==> src/rtl/dbl_seq_89_pkg.sv <==
// Shared constants and types for the xDBL micro-sequencer over the 89-bit prime field.
// Holds the field constants, the wrapper instruction encoding, the sequencer
// state encoding, the wrapper command layout and the fixed doubling program.
package dbl_seq_89_pkg;

  localparam int W  = 89;
  localparam int AW = 7;

  // Field prime and its double, carried at W+1 bits so the redundant sum fits.
  localparam logic [W:0] P  = 90'd501974515280983173562892287;
  localparam logic [W:0] P2 = 90'd1003949030561966347125784574;

  // Wrapper instruction codes.
  typedef enum logic [2:0] {
    INS_IDLE = 3'd0,
    INS_LOAD = 3'd1,
    INS_COPY = 3'd2,
    INS_ADD  = 3'd3,
    INS_SUB  = 3'd4,
    INS_MUL  = 3'd5
  } ins_e;

  // Sequencer phases.
  typedef enum logic [2:0] {
    ST_IDLE = 3'd0,
    ST_LOAD = 3'd1,
    ST_EXEC = 3'd2,
    ST_READ = 3'd3,
    ST_CAP  = 3'd4,
    ST_DONE = 3'd5
  } state_e;

  // Wrapper command word: {INS, rd_addr_1, rd_addr_2, wr_addr}, 24 bits.
  typedef struct packed {
    ins_e          ins;
    logic [AW-1:0] rd1;
    logic [AW-1:0] rd2;
    logic [AW-1:0] wr;
  } cmd_t;

  localparam int         PROG_LEN  = 10;
  localparam logic [3:0] PROG_LAST = 4'd9;
  localparam logic [3:0] LOAD_LAST = 4'd3;

  // Register-file slots holding the final X and Z after the program runs.
  localparam logic [AW-1:0] OUT_X_ADDR = 7'd6;
  localparam logic [AW-1:0] OUT_Z_ADDR = 7'd7;

  // xDBL program. Slots 0..3 hold X, Z, A, C on entry; 4, 5, 7 are scratch.
  //   r4 = X-Z, r5 = X+Z, r4 = r4^2, r5 = r5^2, r7 = C*r4, r6 = r7*r5 (X out),
  //   r5 = r5-r4, r4 = A*r5, r7 = r7+r4, r7 = r7*r5 (Z out)
  localparam cmd_t PROG_ROM [PROG_LEN] = '{
    '{INS_SUB, 7'd0, 7'd1, 7'd4},
    '{INS_ADD, 7'd0, 7'd1, 7'd5},
    '{INS_MUL, 7'd4, 7'd4, 7'd4},
    '{INS_MUL, 7'd5, 7'd5, 7'd5},
    '{INS_MUL, 7'd3, 7'd4, 7'd7},
    '{INS_MUL, 7'd7, 7'd5, 7'd6},
    '{INS_SUB, 7'd5, 7'd4, 7'd5},
    '{INS_MUL, 7'd2, 7'd5, 7'd4},
    '{INS_ADD, 7'd7, 7'd4, 7'd7},
    '{INS_MUL, 7'd7, 7'd5, 7'd7}
  };

endpackage

==> src/rtl/mod_reduce_89.sv <==
// Reduces a redundant sum s = d1 + d2 (s < 3p) to its canonical value in [0, p).
// Two conditional subtractions: 2p first, then p.
// Build option REDUCE_REG_EN inserts a register between the two steps,
// adding one cycle of latency.
module mod_reduce_89
  import dbl_seq_89_pkg::*;
(
  input  logic         clk,
  input  logic         rst,
  input  logic [W:0]   sum,
  output logic [W-1:0] result
);

  logic [W:0] stage1;
  logic [W:0] stage2_in;
  logic [W:0] stage2;

  // First step: fold anything at or above 2p down into [0, 2p).
  always_comb begin
    stage1 = (sum >= P2) ? (sum - P2) : sum;
  end

`ifdef REDUCE_REG_EN
  logic [W:0] stage1_reg;

  // Pipeline register between the 2p and p steps.
  always_ff @(posedge clk) begin
    if (rst) begin
      stage1_reg <= '0;
    end else begin
      stage1_reg <= stage1;
    end
  end

  assign stage2_in = stage1_reg;
`else
  // Purely combinational build: clock and reset are not needed here.
  logic unused_clk_rst;
  assign unused_clk_rst = clk | rst;
  assign stage2_in      = stage1;
`endif

  // Second step: fold [p, 2p) down into [0, p).
  always_comb begin
    stage2 = (stage2_in >= P) ? (stage2_in - P) : stage2_in;
  end

  // The canonical value is below p < 2^89, so the top bit is always zero.
  logic unused_stage2_msb;
  assign unused_stage2_msb = stage2[W];
  assign result            = stage2[W-1:0];

endmodule

==> src/rtl/dbl_sequencer_89.sv <==
// Micro-sequencer driving cryptoprocessor_wrapper_89 through one Montgomery
// x-only doubling xDBL(X:Z) with curve constants (A:C).
// Flow: IDLE -> LOAD(4) -> EXEC(10) -> READ(2) -> CAP -> DONE -> IDLE.
// Build option REDUCE_REG_EN registers the result reduction; CAP then takes
// two cycles and done arrives one cycle later.
module dbl_sequencer_89
  import dbl_seq_89_pkg::*;
(
  input  logic         clk,
  input  logic         rst,
  input  logic         start,
  input  logic [W-1:0] x_in,
  input  logic [W-1:0] z_in,
  input  logic [W-1:0] a_in,
  input  logic [W-1:0] c_in,
  output logic         busy,
  output logic         done,
  output logic [W-1:0] x_out,
  output logic [W-1:0] z_out,
  output logic         cp_get_output,
  output logic         cp_data_en,
  output logic         cp_ins_in,
  output logic [23:0]  cp_command,
  output logic [W-1:0] cp_din_1,
  output logic [W-1:0] cp_din_2,
  input  logic [W-1:0] cp_dout_1,
  input  logic [W-1:0] cp_dout_2
);

  state_e       state_reg;
  logic [3:0]   step_reg;
  logic [3:0]   step_inc;
  logic [W-1:0] op_reg [4];
  cmd_t         cmd_reg;
  logic         busy_reg;
  logic         done_reg;
  logic         get_output_reg;
  logic         data_en_reg;
  logic         ins_in_reg;
  logic [W-1:0] din_1_reg;
  logic [W-1:0] x_hold_reg;
  logic [W-1:0] x_out_reg;
  logic [W-1:0] z_out_reg;

  logic [W:0]   dout_sum;
  logic [W-1:0] red_val;
  logic         cap_x;
  logic         cap_z;

  assign step_inc = step_reg + 4'd1;

  // Redundant pair summed at W+1 bits; both halves are below 2^89, so s < 3p.
  assign dout_sum = {1'b0, cp_dout_1} + {1'b0, cp_dout_2};

  mod_reduce_89 u_reduce (
    .clk    (clk),
    .rst    (rst),
    .sum    (dout_sum),
    .result (red_val)
  );

  // The wrapper answers one cycle after each read request. X is requested in
  // READ step 0, Z in READ step 1; the reduced value appears one cycle later,
  // or two when the reduction is registered.
`ifdef REDUCE_REG_EN
  localparam logic [3:0] CAP_LAST = 4'd1;
  assign cap_x = (state_reg == ST_CAP) && (step_reg == 4'd0);
`else
  localparam logic [3:0] CAP_LAST = 4'd0;
  assign cap_x = (state_reg == ST_READ) && (step_reg == 4'd1);
`endif
  assign cap_z = (state_reg == ST_CAP) && (step_reg == CAP_LAST);

  // Sequencer FSM; every wrapper control is registered so it changes on the edge.
  always_ff @(posedge clk) begin
    if (rst) begin
      state_reg      <= ST_IDLE;
      step_reg       <= '0;
      for (int i = 0; i < 4; i++) begin
        op_reg[i] <= '0;
      end
      cmd_reg        <= '0;
      busy_reg       <= 1'b0;
      done_reg       <= 1'b0;
      get_output_reg <= 1'b0;
      data_en_reg    <= 1'b0;
      ins_in_reg     <= 1'b0;
      din_1_reg      <= '0;
      x_hold_reg     <= '0;
      x_out_reg      <= '0;
      z_out_reg      <= '0;
    end else begin
      done_reg <= 1'b0;
      if (cap_x) begin
        x_hold_reg <= red_val;
      end

      case (state_reg)
        ST_IDLE: begin
          if (start) begin
            op_reg[0]   <= x_in;
            op_reg[1]   <= z_in;
            op_reg[2]   <= a_in;
            op_reg[3]   <= c_in;
            busy_reg    <= 1'b1;
            state_reg   <= ST_LOAD;
            step_reg    <= '0;
            data_en_reg <= 1'b1;
            ins_in_reg  <= 1'b1;
            cmd_reg     <= '{ins: INS_LOAD, rd1: '0, rd2: '0, wr: '0};
            din_1_reg   <= x_in;
          end
        end

        ST_LOAD: begin
          if (step_reg == LOAD_LAST) begin
            state_reg   <= ST_EXEC;
            step_reg    <= '0;
            data_en_reg <= 1'b0;
            cmd_reg     <= PROG_ROM[0];
            din_1_reg   <= '0;
          end else begin
            step_reg  <= step_inc;
            cmd_reg   <= '{ins: INS_LOAD, rd1: '0, rd2: '0, wr: AW'(step_inc)};
            din_1_reg <= op_reg[step_inc[1:0]];
          end
        end

        ST_EXEC: begin
          if (step_reg == PROG_LAST) begin
            state_reg      <= ST_READ;
            step_reg       <= '0;
            ins_in_reg     <= 1'b0;
            get_output_reg <= 1'b1;
            cmd_reg        <= '{ins: INS_IDLE, rd1: OUT_X_ADDR, rd2: '0, wr: '0};
          end else begin
            step_reg <= step_inc;
            cmd_reg  <= PROG_ROM[step_inc];
          end
        end

        ST_READ: begin
          if (step_reg == 4'd0) begin
            step_reg    <= 4'd1;
            cmd_reg.rd1 <= OUT_Z_ADDR;
          end else begin
            state_reg      <= ST_CAP;
            step_reg       <= '0;
            get_output_reg <= 1'b0;
            cmd_reg        <= '0;
          end
        end

        ST_CAP: begin
          if (cap_z) begin
            x_out_reg <= x_hold_reg;
            z_out_reg <= red_val;
            done_reg  <= 1'b1;
            busy_reg  <= 1'b0;
            state_reg <= ST_DONE;
            step_reg  <= '0;
          end else begin
            step_reg <= step_inc;
          end
        end

        ST_DONE: begin
          state_reg <= ST_IDLE;
        end

        default: begin
          state_reg <= ST_IDLE;
        end
      endcase
    end
  end

  assign busy          = busy_reg;
  assign done          = done_reg;
  assign x_out         = x_out_reg;
  assign z_out         = z_out_reg;
  assign cp_get_output = get_output_reg;
  assign cp_data_en    = data_en_reg;
  assign cp_ins_in     = ins_in_reg;
  assign cp_command    = cmd_reg;
  assign cp_din_1      = din_1_reg;
  assign cp_din_2      = '0;

endmodule

==> config.mk <==
export PLATFORM = sky130hd
export DESIGN_NAME = dbl_sequencer_89
export DESIGN_NICKNAME = d
export VERILOG_FILES = /design/src/rtl/dbl_seq_89_pkg.sv /design/src/rtl/mod_reduce_89.sv /design/src/rtl/dbl_sequencer_89.sv
export SDC_FILE = /design/constraint.sdc
export NUM_CORES = 2
export LEC_CHECK = 0
export BUFFER_PORTS_ARGS = -buffer_cell sky130_fd_sc_hd__buf_2
export CELL_PAD_IN_SITES_DETAIL_PLACEMENT = 2
export CELL_PAD_IN_SITES_GLOBAL_PLACEMENT = 2
export CORE_ASPECT_RATIO = 0.9
export CORE_MARGIN = 2
export CORE_UTILIZATION = 30
export CTS_CLUSTER_SIZE = 25
export DETAILED_ROUTE_END_ITERATION = 6
export PLACE_DENSITY_LB_ADDON = 0.1
export RECOVER_POWER = 50
export SLEW_MARGIN = 20
export SYNTH_ARGS = -nofsm -noshare
export SYNTH_HDL_FRONTEND = slang
export SYNTH_SLANG_ARGS = --single-unit
==> constraint.sdc <==
create_clock -name clk -period 10.7 [get_ports clk]
set_input_delay 2.14 -clock clk [delete_from_list [all_inputs] [get_ports clk]]
set_output_delay 2.14 -clock clk [all_outputs]
set_load 0.01 [all_outputs]
==> results.json <==
{
  "outcome": "finished with violations",
  "violations": "max-capacitance violations, max-slew violations",
  "initial_core_util": 0.303,
  "worstMarginPinSlew_ns": 3.95,
  "yosysSeqAreaShare": 0.424,
  "hold_class": "reg -> reg",
  "hold_viol": 0,
  "cap_violations": 6,
  "cts_root_buffer": "clkbuf_16",
  "netlist_instances": 4627,
  "vias": 41200,
  "p_leak_nw": 20.8,
  "via_per_inst": 5.59,
  "fin_skew_ns": 0.0516,
  "ctsResizeCount": 0,
  "cp.required_ns": 11.15,
  "cp_max_fo": 17,
  "dp_hpwl_mm": 158,
  "globalplace.congestion": 0.926,
  "first_global_vias": 41700,
  "slew_viol_final": 491,
  "largest_reg_flops": 356,
  "grt_max_degree": 263,
  "setup-tns-final_ns": 0,
  "synth.ff_latch_count": 736,
  "ir_drop_v": 0.000102,
  "worst_setup_path_start_kind": "input pin",
  "cts_buffers": 84,
  "crit_type": "in -> reg",
  "port_buffers": 820,
  "area_growth_pct": 20.2,
  "synth_edf_count": 356,
  "grt_overflow": 0,
  "yosys_warnings": 0,
  "syn_area_sq_um": 43100,
  "ys.flop_type": "dfxtp_1",
  "num-nets-final": 6013,
  "cts_hold_buf": 0,
  "drtAntennaViolNets": 0,
  "dr.pass1.iters": 5,
  "layout_setup_ws_ns": 0.652,
  "cpPeakStageDelay_ns": 0.81,
  "synth_top_area_share": 0.248,
  "crit_slowest_cell": "xor2_1",
  "fill_cells": 16000,
  "arrival_ns": 10.49,
  "layout_min_cycle_time_ns": 10.05,
  "finalSetupViolations": 0,
  "synthArstFlopShare": 0,
  "rows": 131,
  "yosysTopAreaCell": "edfxtp_1",
  "cts.sinks": 736,
  "crit_path_end_kind": "flop",
  "syn_avg_cell_area_sq_um": 9.32,
  "routedWlPerCell_um": 28.0,
  "die_area_sq_um": 147000,
  "yosys.cell_types.count": 117,
  "dieHeight_um": 364,
  "route.detailed.drc": 0,
  "cts_setup_buffers": 0,
  "grt_usage": 0.269,
  "wl_mm": 206,
  "pre_cts_slack_ns": 0.211,
  "clockBufferDepth": 3,
  "synth.area.top_cells": "edfxtp_1 (25%), dfxtp_1 (18%), and3_1 (5.8%)",
  "drt_first_iter_violations": 3195,
  "fin_crit_sh": 0.939,
  "core_area_sq_um": 142000,
  "tritoncts": "yes",
  "clock_latency_ns": 0.69,
  "crit_top_cell": "buf_4",
  "p_total_mw": 8.54,
  "slew_headroom": -1.63,
  "max_freq_ghz": 0.0995,
  "cts_htree_levels": 3,
  "antenna_found_initial": 107,
  "fin_cells": 7358,
  "drive_above_1_share": 0.188,
  "grt_first_pass_wirelength_mm": 296,
  "clk_pin_slew_ns": 0.06,
  "io_pins": 922,
  "place_inst": 7153,
  "rsz0062_at_grt": "no",
  "power_density_nw_per_um2": 165,
  "die_w_um": 404
}
through the flow:
step | hold WS [ns] | utilization | area (sq um)
finish | 0.454 | 0.364 | 51800
global route | 0.476 | 0.364 | 51800
CTS | 0.453 | 0.366 | 52100
detailed placement | 0.440 | 0.347 | 49300
global placement | 0.432 | 0.346 | 49300
floorplan | 0.430 | - | 43500
area by class of cell:
type                       instances  area (sq um)  area share
timing repair buffer             993          5070      0.0979
multi-input combinational       3530         23100       0.445
antenna                           50           125     0.00241
sequential                       736         18300       0.353
clock buffer                     128          2480      0.0478
tap                             1862          2330      0.0449
clock inverter                    27           335     0.00647
inverter                          32           130     0.00251
synthesized netlist by cell type, types with 22 or more instances:
cell        n
nand2_1   543
xor2_1     84
inv_1      30
or3_1      25
nor3_1     79
and2_1     36
a22o_1    149
edfxtp_1  356
nand3_1   128
ha_1       98
or2_2      22
a21oi_1   395
and4_1     33
and3_1    399
nor4_1     35
a31oi_1    24
o21ai_1    29
o21a_1     35
nand4_1    79
buf_4     105
nor2_1    321
o21ai_0   180
buf_2      33
buf_1      30
xnor2_1   142
clkbuf_1  258
dfxtp_1   380
a21o_1     56
o211ai_1   47
a211oi_1   40
mux4_2     89
critical path, delay by kind of cell:
| kind | cells | cell delay, ns |
|---|---|---|
| AO/OA/AOI/OAI | 9 | 2.37 |
| multiplexers | 1 | 0.43 |
| AND/OR/NAND/NOR | 9 | 3.17 |
| adder cells (fa/ha/maj) | 1 | 0.48 |
| buffers and inverters | 5 | 1.06 |
| XOR/XNOR | 1 | 0.81 |
layer usage:
metal / vias up / global-route usage / part of all wire
met5: - / 0 / 0.00076
met4: 24 / 0.0865 / 0.031
met3: 325 / 0.0358 / 0.054
met2: 1324 / 0.411 / 0.44
met1: 20900 / 0.392 / 0.47
li1: 18600 / - / -
report_power, final:
part | internal, mW | switching, mW | leakage [nW]
sequential | 3.15 | 0.0731 | 6.94
clock | 1.71 | 1.25 | 1.37
combinational | 0.784 | 1.57 | 12.5
total | 5.64 | 2.90 | 20.8
layout by cell type, fill, tap and decap left out, types with 20 or more instances in the layout:
| master | Yosys | layout |
|---|---|---|
| a21o_1 | 56 | 56 |
| nor2_1 | 321 | 319 |
| or3_1 | 25 | 25 |
| edfxtp_1 | 356 | 356 |
| a211oi_1 | 40 | 40 |
| o21a_1 | 35 | 35 |
| ha_1 | 98 | 97 |
| xor2_1 | 84 | 83 |
| nand2_1 | 543 | 543 |
| and2_1 | 36 | 35 |
| nand3_1 | 128 | 128 |
| a21oi_1 | 395 | 395 |
| and4_1 | 33 | 32 |
| o211ai_1 | 47 | 47 |
| o21ai_0 | 180 | 180 |
| nand4_1 | 79 | 79 |
| nor3_1 | 79 | 79 |
| clkbuf_16 | 0 | 86 |
| xnor2_1 | 142 | 141 |
| a22o_1 | 149 | 149 |
| or2_2 | 22 | 22 |
| inv_1 | 30 | 30 |
| and3_1 | 399 | 399 |
| mux4_2 | 89 | 89 |
| buf_2 | 33 | 535 |
| conb_1 | 1 | 101 |
| clkbuf_1 | 258 | 312 |
| buf_4 | 105 | 167 |
| a31oi_1 | 24 | 24 |
| o21ai_1 | 29 | 29 |
| diode_2 | 0 | 50 |
| dfxtp_1 | 380 | 379 |
| nor4_1 | 35 | 35 |
| o2111ai_1 | 20 | 20 |
cells by family (layout without fill, tap and decap cells):
family,Yosys count,count (layout),share of synthesized area
buffers and inverters,461,1180,0.0508
multiplexers,109,109,0.0513
XOR/XNOR,229,229,0.0470
adder cells (fa/ha/maj),100,100,0.0291
other,1,151,0.0000870
AND/OR/NAND/NOR,1837,1837,0.220
AO/OA/AOI/OAI,1154,1154,0.177
flip-flops,736,736,0.424
path summary, 6_finish.rpt:
kind,startpoint,to,slack [ns],depth (start not counted)
setup / recovery,cp_dout_1[11],x_hold_reg[1],0.65,26
hold / removal,x_hold_reg[54],x_hold_reg[54],0.45,2
setup reg to reg,state_reg[0],op_reg[1][41],5.23,5
hold reg to reg,x_hold_reg[54],x_hold_reg[54],0.45,2
Power figures use the tool's default switching activity.
